[config.mk]
export PLATFORM = sky130hd
export DESIGN_NAME = add_seq_ctrl
export DESIGN_NICKNAME = d
export VERILOG_FILES = /design/src/rtl/add_seq_pkg.sv /design/src/rtl/adder.sv /design/src/rtl/add_seq_ctrl.sv
export SDC_FILE = /design/constraint.sdc
export NUM_CORES = 1
export LEC_CHECK = 0
export ABC_AREA = 1
export BUFFER_PORTS_ARGS = -buffer_cell sky130_fd_sc_hd__buf_2
export CAP_MARGIN = 20
export CORE_ASPECT_RATIO = 1.4
export CORE_MARGIN = 1
export CORE_UTILIZATION = 40
export CTS_CLUSTER_SIZE = 8
export DETAILED_ROUTE_END_ITERATION = 7
export GPL_ROUTABILITY_DRIVEN = 0
export SLEW_MARGIN = 10
export SYNTH_ARGS = -nofsm -noshare
export SYNTH_HDL_FRONTEND = slang
export SYNTH_SLANG_ARGS = --single-unit
[constraint.sdc]
create_clock -name clk -period 2.9 [get_ports clk]
set_input_delay 0.29 -clock clk [delete_from_list [all_inputs] [get_ports clk]]
set_output_delay 0.29 -clock clk [all_outputs]
set_load 0.1 [all_outputs]
[src/rtl/add_seq_pkg.sv]
// -----------------------------------------------------------------------------
// add_seq_pkg
// Shared definitions for the nibble-serial add/subtract sequencer.
//   NIBBLE_W : width of the one shared ripple adder slice
//   state_t  : controller states (IDLE -> RUN -> DONE -> IDLE)
// -----------------------------------------------------------------------------
package add_seq_pkg;

    localparam int unsigned NIBBLE_W = 4;

    typedef enum logic [1:0] {
        IDLE = 2'd0,
        RUN  = 2'd1,
        DONE = 2'd2
    } state_t;

endpackage

[src/rtl/adder.sv]
// -----------------------------------------------------------------------------
// adder
// 4-bit ripple adder slice shared by the sequencer.
// Ports:
//   a, b  in  NIBBLE_W  operand slices
//   cin   in  1         carry in
//   c     out NIBBLE_W  sum slice
//   cout  out 1         carry out
// -----------------------------------------------------------------------------
module adder
    import add_seq_pkg::*;
(
    input  logic [NIBBLE_W-1:0] a,
    input  logic [NIBBLE_W-1:0] b,
    input  logic                cin,
    output logic [NIBBLE_W-1:0] c,
    output logic                cout
);

    assign {cout, c} = {1'b0, a} + {1'b0, b} + {{NIBBLE_W{1'b0}}, cin};

endmodule

[src/rtl/add_seq_ctrl.sv]
// -----------------------------------------------------------------------------
// add_seq_ctrl
// W-bit add/subtract (W = 4*NIBBLES) performed over NIBBLES cycles through a
// single 4-bit adder, LSB nibble first, carry held in a register between
// cycles. Requesting master uses a start / busy / done handshake.
// Ports:
//   clk     in  1  rising-edge clock
//   rst_n   in  1  asynchronous active-low reset
//   start   in  1  request, sampled only in IDLE
//   op_sub  in  1  0 = a+b+cin, 1 = a-b
//   cin     in  1  carry-in for add (ignored for subtract)
//   a, b    in  W  operands, sampled with start
//   busy    out 1  operation in progress
//   done    out 1  one-cycle pulse, result valid
//   sum     out W  result, held until next completion
//   cout    out 1  carry out of MSB (subtract: 1 = no borrow)
//   ovf     out 1  signed overflow
// -----------------------------------------------------------------------------
module add_seq_ctrl
    import add_seq_pkg::*;
#(
    parameter int unsigned NIBBLES = 4
) (
    input  logic                        clk,
    input  logic                        rst_n,
    input  logic                        start,
    input  logic                        op_sub,
    input  logic                        cin,
    input  logic [NIBBLE_W*NIBBLES-1:0] a,
    input  logic [NIBBLE_W*NIBBLES-1:0] b,
    output logic                        busy,
    output logic                        done,
    output logic [NIBBLE_W*NIBBLES-1:0] sum,
    output logic                        cout,
    output logic                        ovf
);

    localparam int unsigned   IW       = (NIBBLES > 1) ? $clog2(NIBBLES) : 1;
    localparam logic [IW-1:0] LAST_IDX = IW'(NIBBLES - 1);

    state_t                           r_state;
    state_t                           w_state_nxt;

    logic [NIBBLES-1:0][NIBBLE_W-1:0] r_a;
    logic [NIBBLES-1:0][NIBBLE_W-1:0] r_b;      // already inverted for subtract
    logic [NIBBLES-1:0][NIBBLE_W-1:0] r_part;   // partial sum being assembled
    logic                             r_carry;
    logic [IW-1:0]                    r_idx;
    logic [NIBBLE_W*NIBBLES-1:0]      r_sum;
    logic                             r_cout;
    logic                             r_ovf;

    logic [NIBBLE_W-1:0]              w_nib_a;
    logic [NIBBLE_W-1:0]              w_nib_b;
    logic [NIBBLE_W-1:0]              w_nib_s;
    logic                             w_nib_cout;
    logic                             w_last;
    logic                             w_c_msb;
    logic [NIBBLES-1:0][NIBBLE_W-1:0] w_result;

    assign w_nib_a = r_a[r_idx];
    assign w_nib_b = r_b[r_idx];
    assign w_last  = (r_idx == LAST_IDX);

    // Carry into the top bit, recovered from the slice's own bit-3 sum.
    assign w_c_msb = w_nib_a[NIBBLE_W-1] ^ w_nib_b[NIBBLE_W-1] ^ w_nib_s[NIBBLE_W-1];

    adder u_adder (
        .a    (w_nib_a),
        .b    (w_nib_b),
        .cin  (r_carry),
        .c    (w_nib_s),
        .cout (w_nib_cout)
    );

    // The top nibble is merged in on the fly so the visible result updates on
    // the same edge that enters DONE.
    always_comb begin
        w_result              = r_part;
        w_result[NIBBLES-1]   = w_nib_s;
    end

    always_ff @(posedge clk or negedge rst_n) begin
        if (!rst_n) begin
            r_state <= IDLE;
        end else begin
            r_state <= w_state_nxt;
        end
    end

    always_comb begin
        w_state_nxt = r_state;
        unique case (r_state)
            IDLE:    if (start)  w_state_nxt = RUN;
            RUN:     if (w_last) w_state_nxt = DONE;
            DONE:    w_state_nxt = IDLE;
            default: w_state_nxt = IDLE;
        endcase
    end

    always_ff @(posedge clk or negedge rst_n) begin
        if (!rst_n) begin
            r_a     <= '0;
            r_b     <= '0;
            r_part  <= '0;
            r_carry <= 1'b0;
            r_idx   <= '0;
            r_sum   <= '0;
            r_cout  <= 1'b0;
            r_ovf   <= 1'b0;
        end else begin
            unique case (r_state)
                IDLE: begin
                    if (start) begin
                        r_a     <= a;
                        r_b     <= op_sub ? ~b : b;
                        r_carry <= op_sub | cin;
                        r_idx   <= '0;
                    end
                end
                RUN: begin
                    r_part[r_idx] <= w_nib_s;
                    r_carry       <= w_nib_cout;
                    if (w_last) begin
                        r_idx  <= '0;
                        r_sum  <= w_result;
                        r_cout <= w_nib_cout;
                        r_ovf  <= w_c_msb ^ w_nib_cout;
                    end else begin
                        r_idx  <= r_idx + IW'(1);
                    end
                end
                default: ;
            endcase
        end
    end

    assign busy = (r_state == RUN);
    assign done = (r_state == DONE);
    assign sum  = r_sum;
    assign cout = r_cout;
    assign ovf  = r_ovf;

endmodule

# --- Yosys cells after proc, flatten, opt, wreduce, memory -nomap -nowiden ---
# Cells that the tools add are included.
classes:
  addsub: 3
  n_lt_le_gt_ge: 2
  eq_ne: 5
  n_mux: 16
  bitwise: 5
  n_reduce_logical: 7
op_table:
  columns: ["operator", "n"]
  rows:
  - ["$bmux W4 S2", 2]
  - ["$bwmux W16", 1]
  - ["$mux W16", 1]
  - ["$not A16 Y16", 1]
  - ["$mux W4", 3]
  - ["$demux W4 S2", 1]
  - ["$mux W2", 4]
  - ["$pmux W2 S2", 2]
  - ["$reduce_and A2 Y1", 4]
  - ["$add A4 B4 Y5", 1]
  - ["$add A5 B1 Y5", 1]
  - ["$eq A2 B2 Y1 const B", 2]
  - ["$lt A2 B3 Y1 const B", 1]
  - ["$xor A1 B1 Y1", 3]
  - ["$add A2 B1 Y2 const B", 1]
  - ["$eq A2 B1 Y1 const B", 1]
  - ["$ge A2 B1 Y1 const B", 1]
  - ["$logic_not A2 Y1", 1]
  - ["$ne A2 B1 Y1 const B", 1]
  - ["$ne A2 B2 Y1 const B", 1]
  - ["$pmux W1 S2", 1]
  - ["$reduce_bool A2 Y1", 1]
  - ["$logic_and A1 B1 Y1", 1]
  - ["$mux W1", 1]
  - ["$or A1 B1 Y1", 1]
word_totals:
  regBits: 71
  in_bits: 37
  wordCells: 56

# --- Longest topological paths before layout ---
logic_depth:
  depth_word: 6
  ltp_mapped: 15
  ltp_nobuf: 13

# --- Modules after synthesis ---
# Synthesis repeated with hierarchy kept, for this count alone.
unflattened:
  cells_unflattened: 364
  area_unflattened_um2: 3136.8
modules_own_cells:
  columns: ["mod", "instances", "cells_each", "area_per_inst_um2"]
  rows:
  - ["add_seq_ctrl", 1, 339, 2971.6]
  - ["adder", 1, 25, 165.2]

# --- Worst setup path after synthesis ---
# Ideal clock, no wire load.
synth_timing:
  path_kind: "flip-flop to flip-flop"
  start: "register r_idx[0]"
  end: "register r_part[10] in the netlist's numbering"
  t_arrival_ps: 2255
  slack_ps: 563
  stages_incl_launch_ff: 12
  path_buffers: 2
  synth_period_minus_slack_ps: 2337
  cell_sequence: "dfrtp_1 -> buf_2 -> inv_1 -> buf_2 -> nor2_1 -> o22ai_1 -> fa_1 -> inv_1 -> fa_1 -> xnor2_1 -> nand2_1 -> o21ai_0"
synth_between:
  elab_chain_cells: 5
  elab_cells_between_ends: 12
synth_rtl:
  columns: ["element", "line_no", "rtl"]
  rows:
  - ["start, declared", "add_seq_ctrl.sv:48", "logic [IW-1:0] r_idx;"]
  - ["start signal, assigned", "add_seq_ctrl.sv:130", "r_idx <= r_idx + IW'(1);"]
  - ["$bmux W4 S2 (tied with other cells)", "add_seq_ctrl.sv:61", "assign w_nib_a = r_a[r_idx];"]
  - ["$mux W4 (not written as such) (tied with other cells)", "add_seq_ctrl.sv:61", null]
  - ["$add A4 B4 Y5 or $mux W4 (tied branches)", "adder.sv:20, add_seq_ctrl.sv:122", null]
  - ["$add A5 B1 Y5 or $demux W4 S2 (tied branches)", "adder.sv:20, add_seq_ctrl.sv:122", null]
  - ["$bwmux W16 (*)", "add_seq_ctrl.sv:122", "r_part[r_idx] <= w_nib_s;"]
  - ["end signal, assigned by index", "add_seq_ctrl.sv:122", null]
  - ["end, declared", "add_seq_ctrl.sv:46", "logic [NIBBLES-1:0][NIBBLE_W-1:0] r_part;"]
# Mark *: on every way between the ends. The rest lies on a longest branch, timed or not. The select of a mux whose other input is x is not followed.
# A chain may end at the register's enable or synchronous reset.

# --- Worst setup path in the final report ---
layout_timing:
  start: "register r_idx[1]"
  end: "register r_ovf (netlist: ovf)"
layout_between:
  elab_chain_cells: 6
  elab_cells_between_ends: 11
layout_rtl:
  columns: ["element", "line_no", "rtl"]
  rows:
  - ["$bmux W4 S2, on equally long branches", "add_seq_ctrl.sv:61, add_seq_ctrl.sv:62", null]
  - ["$mux W4, on equally long branches", "add_seq_ctrl.sv:61, add_seq_ctrl.sv:62", null]
  - ["$add A4 B4 Y5", "adder.sv:20", "assign {cout, c} = {1'b0, a} + {1'b0, b} + {{NIBBLE_W{1'b0}}, cin};"]
  - ["$add A5 B1 Y5", "adder.sv:20", null]
  - ["$xor A1 B1 Y1", "add_seq_ctrl.sv:66", "assign w_c_msb = w_nib_a[NIBBLE_W-1] ^ w_nib_b[NIBBLE_W-1] ^ w_nib_s[NIBBLE_W-1];"]
  - ["$xor A1 B1 Y1", "add_seq_ctrl.sv:128", "r_ovf <= w_c_msb ^ w_nib_cout;"]
  - ["end signal, assigned", "add_seq_ctrl.sv:128", null]
  - ["end, declared", "add_seq_ctrl.sv:51", "logic r_ovf;"]
# Parallel ways exist; a longest one is shown, timed or not. The select of a mux whose other input is x is not followed.

==> impl_metrics.yaml <==
cts:
  h-tree-depth: 3
  hold_buffers: 0
  cts-root-buf: "clkbuf_8"
  clock_path_buffers: 2
  clk_pin_slew_worst_paths_ns: 0.08
  cts_resized: 0
  cts_tree: "done"
  post_cts_buffers: 0
  clk_latency_ns: 0.34
  cts.sinks: 67
  cts_made_buffers: 9
synth:
  yosys_warnings: 0
  ys_ff_latch: 67
  ys_seq_area_share_pct: 52.90
  ys_types: 23
  syn-cell-area_um2: 3169
  avgSynthCellArea_um2: 8.659
  syn_nets: 412
  synth_cells: 366
job:
  cap_violations: 0
global_routing:
  antenna_found_initial: 0
  grt_pass1_wl_um: 10650
  grt_pass1_vias: 2312
  grt_overflow: 0
  grt_use_total_pct: 16.56
  grt_max_degree: 68
setup_path:
  end_kind: "register"
  crit_required_ns: 3.14
  path_class: "register to register"
  critPathMaxFanout: 12
  crit_path_start_kind: "register"
  critPathArrivalTime_ns: 2.75
die:
  io_pins: 57
  fp.dieH_um: 107.3
  start_util_pct: 41.15
  rows: 38
  die_x_um: 77.23
  die-area_um2: 8288
  core_area_um2: 7702
placement:
  post_dp_cell_area_um2: 3507
  io_buffers: 56
  placedCellCount: 511
  post-dp-hpwl_um: 4410
timing:
  hold_viol: 0
  max_freq_mhz: 397.6
  finalSetupViolCount: 0
  fin_crit_ns: 2.515
  grt_setup_unrepaired: "no"
  report.final.slew_viol_count: 0
  setup_tns_ns: 0
  period_share_pct: 86.73
  relSlewSlack_pct: 44.00
  skew_ns: 0.01176
  tightest_slew_ns: 0.8400
routing:
  ant_nets: 0
  drt_iter0_drc: 76
  wl_per_cell_um: 11.89
  via_per_inst: 4.649
  vias: 2450
  drc_errors: 0
  drtPass1Iterations: 4
  wl_um: 6267
final_layout:
  area_growth_syn_to_layout_pct: 17.41
  nFillCells: 776
  finalNonFillerCells: 527
  fin_area_um2: 3721
  multi_input_area_um2: 1318
  layout.nets: 468
  layout.area.seq_um2: 1677
  drive_gt1_share_pct: 21.31
  antennaDiodeCount: 0
hold_path:
  hold_class: "input pin to async pin"
run_status:
  outcome: "finished clean"
[through the flow]
stage / worst slack, ns / hold WS (ns) / utilization, %
after global routing: 0.09720 / 0.1363 / 48.31
after global placement: 0.5152 / 0.4505 / 45.53
after floorplan: 0.5627 / -0.005591 / -
after detailed placement: 0.3544 / 0.4547 / 45.53
final: 0.3849 / 0.1322 / 48.31
after CTS: 0.3655 / 0.1276 / 48.31
[placed cells by master (no fill, tap or decap), drive strengths merged, types with 2 or more instances in the layout]
cell type and count:
xnor2 17, ha 7, clkbuf 13, a21oi 2, fa 2, nand2 151, clkinvlp 2, inv 19
o22ai 6, buf 60, or2 2, nand3 14, nor2 18, dfrtp 67, o21ai 45
[flip-flops by register name (all words and copies together), names as in the netlist]
name     flops
r_carry      1
r_b         16
sum         16
r_state      2
cout         1
r_idx        2
ovf          1
r_a         16
r_part      12
[cells in the mapped netlist]
cell type | count | share of area [%]
buf_2 | 9 | 1.4
nand2_2 | 2 | 0.39
nand2_1 | 149 | 18
inv_4 | 1 | 0.20
o21ai_0 | 39 | 6.2
inv_1 | 15 | 1.8
clkinv_1 | 1 | 0.12
a21oi_1 | 2 | 0.32
nand3_1 | 14 | 2.2
inv_2 | 3 | 0.36
nor2_4 | 1 | 0.36
or2_2 | 2 | 0.39
clkbuf_1 | 1 | 0.12
o22ai_1 | 6 | 1.2
o21ai_2 | 6 | 1.7
fa_1 | 2 | 1.3
nor2_1 | 16 | 1.9
ha_1 | 7 | 2.8
nor2_8 | 1 | 0.63
dfrtp_1 | 67 | 53
buf_4 | 2 | 0.47
buf_6 | 3 | 1.1
xnor2_1 | 17 | 4.7
[final timing paths]
check | start | to | slack, ns | depth (start not counted)
max | r_idx[1] | ovf | 0.38 | 13
min | rst_n | sum[10] | 0.13 | 2
max reg2reg | r_idx[1] | ovf | 0.38 | 13
min reg2reg | sum[1] | sum[1] | 0.47 | 2
max in group asynchronous | rst_n | r_b[0] | 2.20 | 2
min in group clk | a[11] | r_a[11] | 0.14 | 3
[kinds of logic (layout without fill, tap and decap cells)]
kind of cell,count (synthesis),in the layout,synth area share [%]
AOI/OAI and AO/OA,53,53,9.317
xor gates and xnor gates,17,17,4.698
adders and majority gates,9,9,4.027
buffers and inverters,35,96,5.526
DFF,67,67,52.90
and+or+nand+nor,185,185,23.53
[layout make-up]
type	instances	share of cell area, %
clock buffers	13	4.539
clock inverters	3	1.210
inverters	20	2.085
multi-input cells	264	35.41
flip-flops and latches	67	45.06
well taps	100	3.362
repair buffers	60	8.339
[per-layer routing]
| layer | up-vias | part of all wire (%) | GRT usage, % |
|---|---|---|---|
| li1 | 1270 | - | - |
| met1 | 1116 | 46 | 20.53 |
| met3 | 11 | 3.2 | 3.559 |
| met2 | 53 | 49 | 27.62 |
| met4 | 0 | 2.0 | 7.278 |
| met5 | - | 0 | 0 |
[critical path, cell delays in order, from the launching register on]
cell,delay [ns]
dfrtp_1,0.56
clkinv_1,0.34
o21ai_0,0.16
o22ai_1,0.11
fa_1,0.46
inv_1,0.11
fa_1,0.24
inv_1,0.07
nand2_1,0.05
nand2_1,0.05
nand2_1,0.08
nand2_1,0.05
nand3_1,0.08
nand2_1,0.05
Power is left out: the tool's default activity adds up to more than one toggle a clock period on the data nets, which glitch-free logic cannot reach.
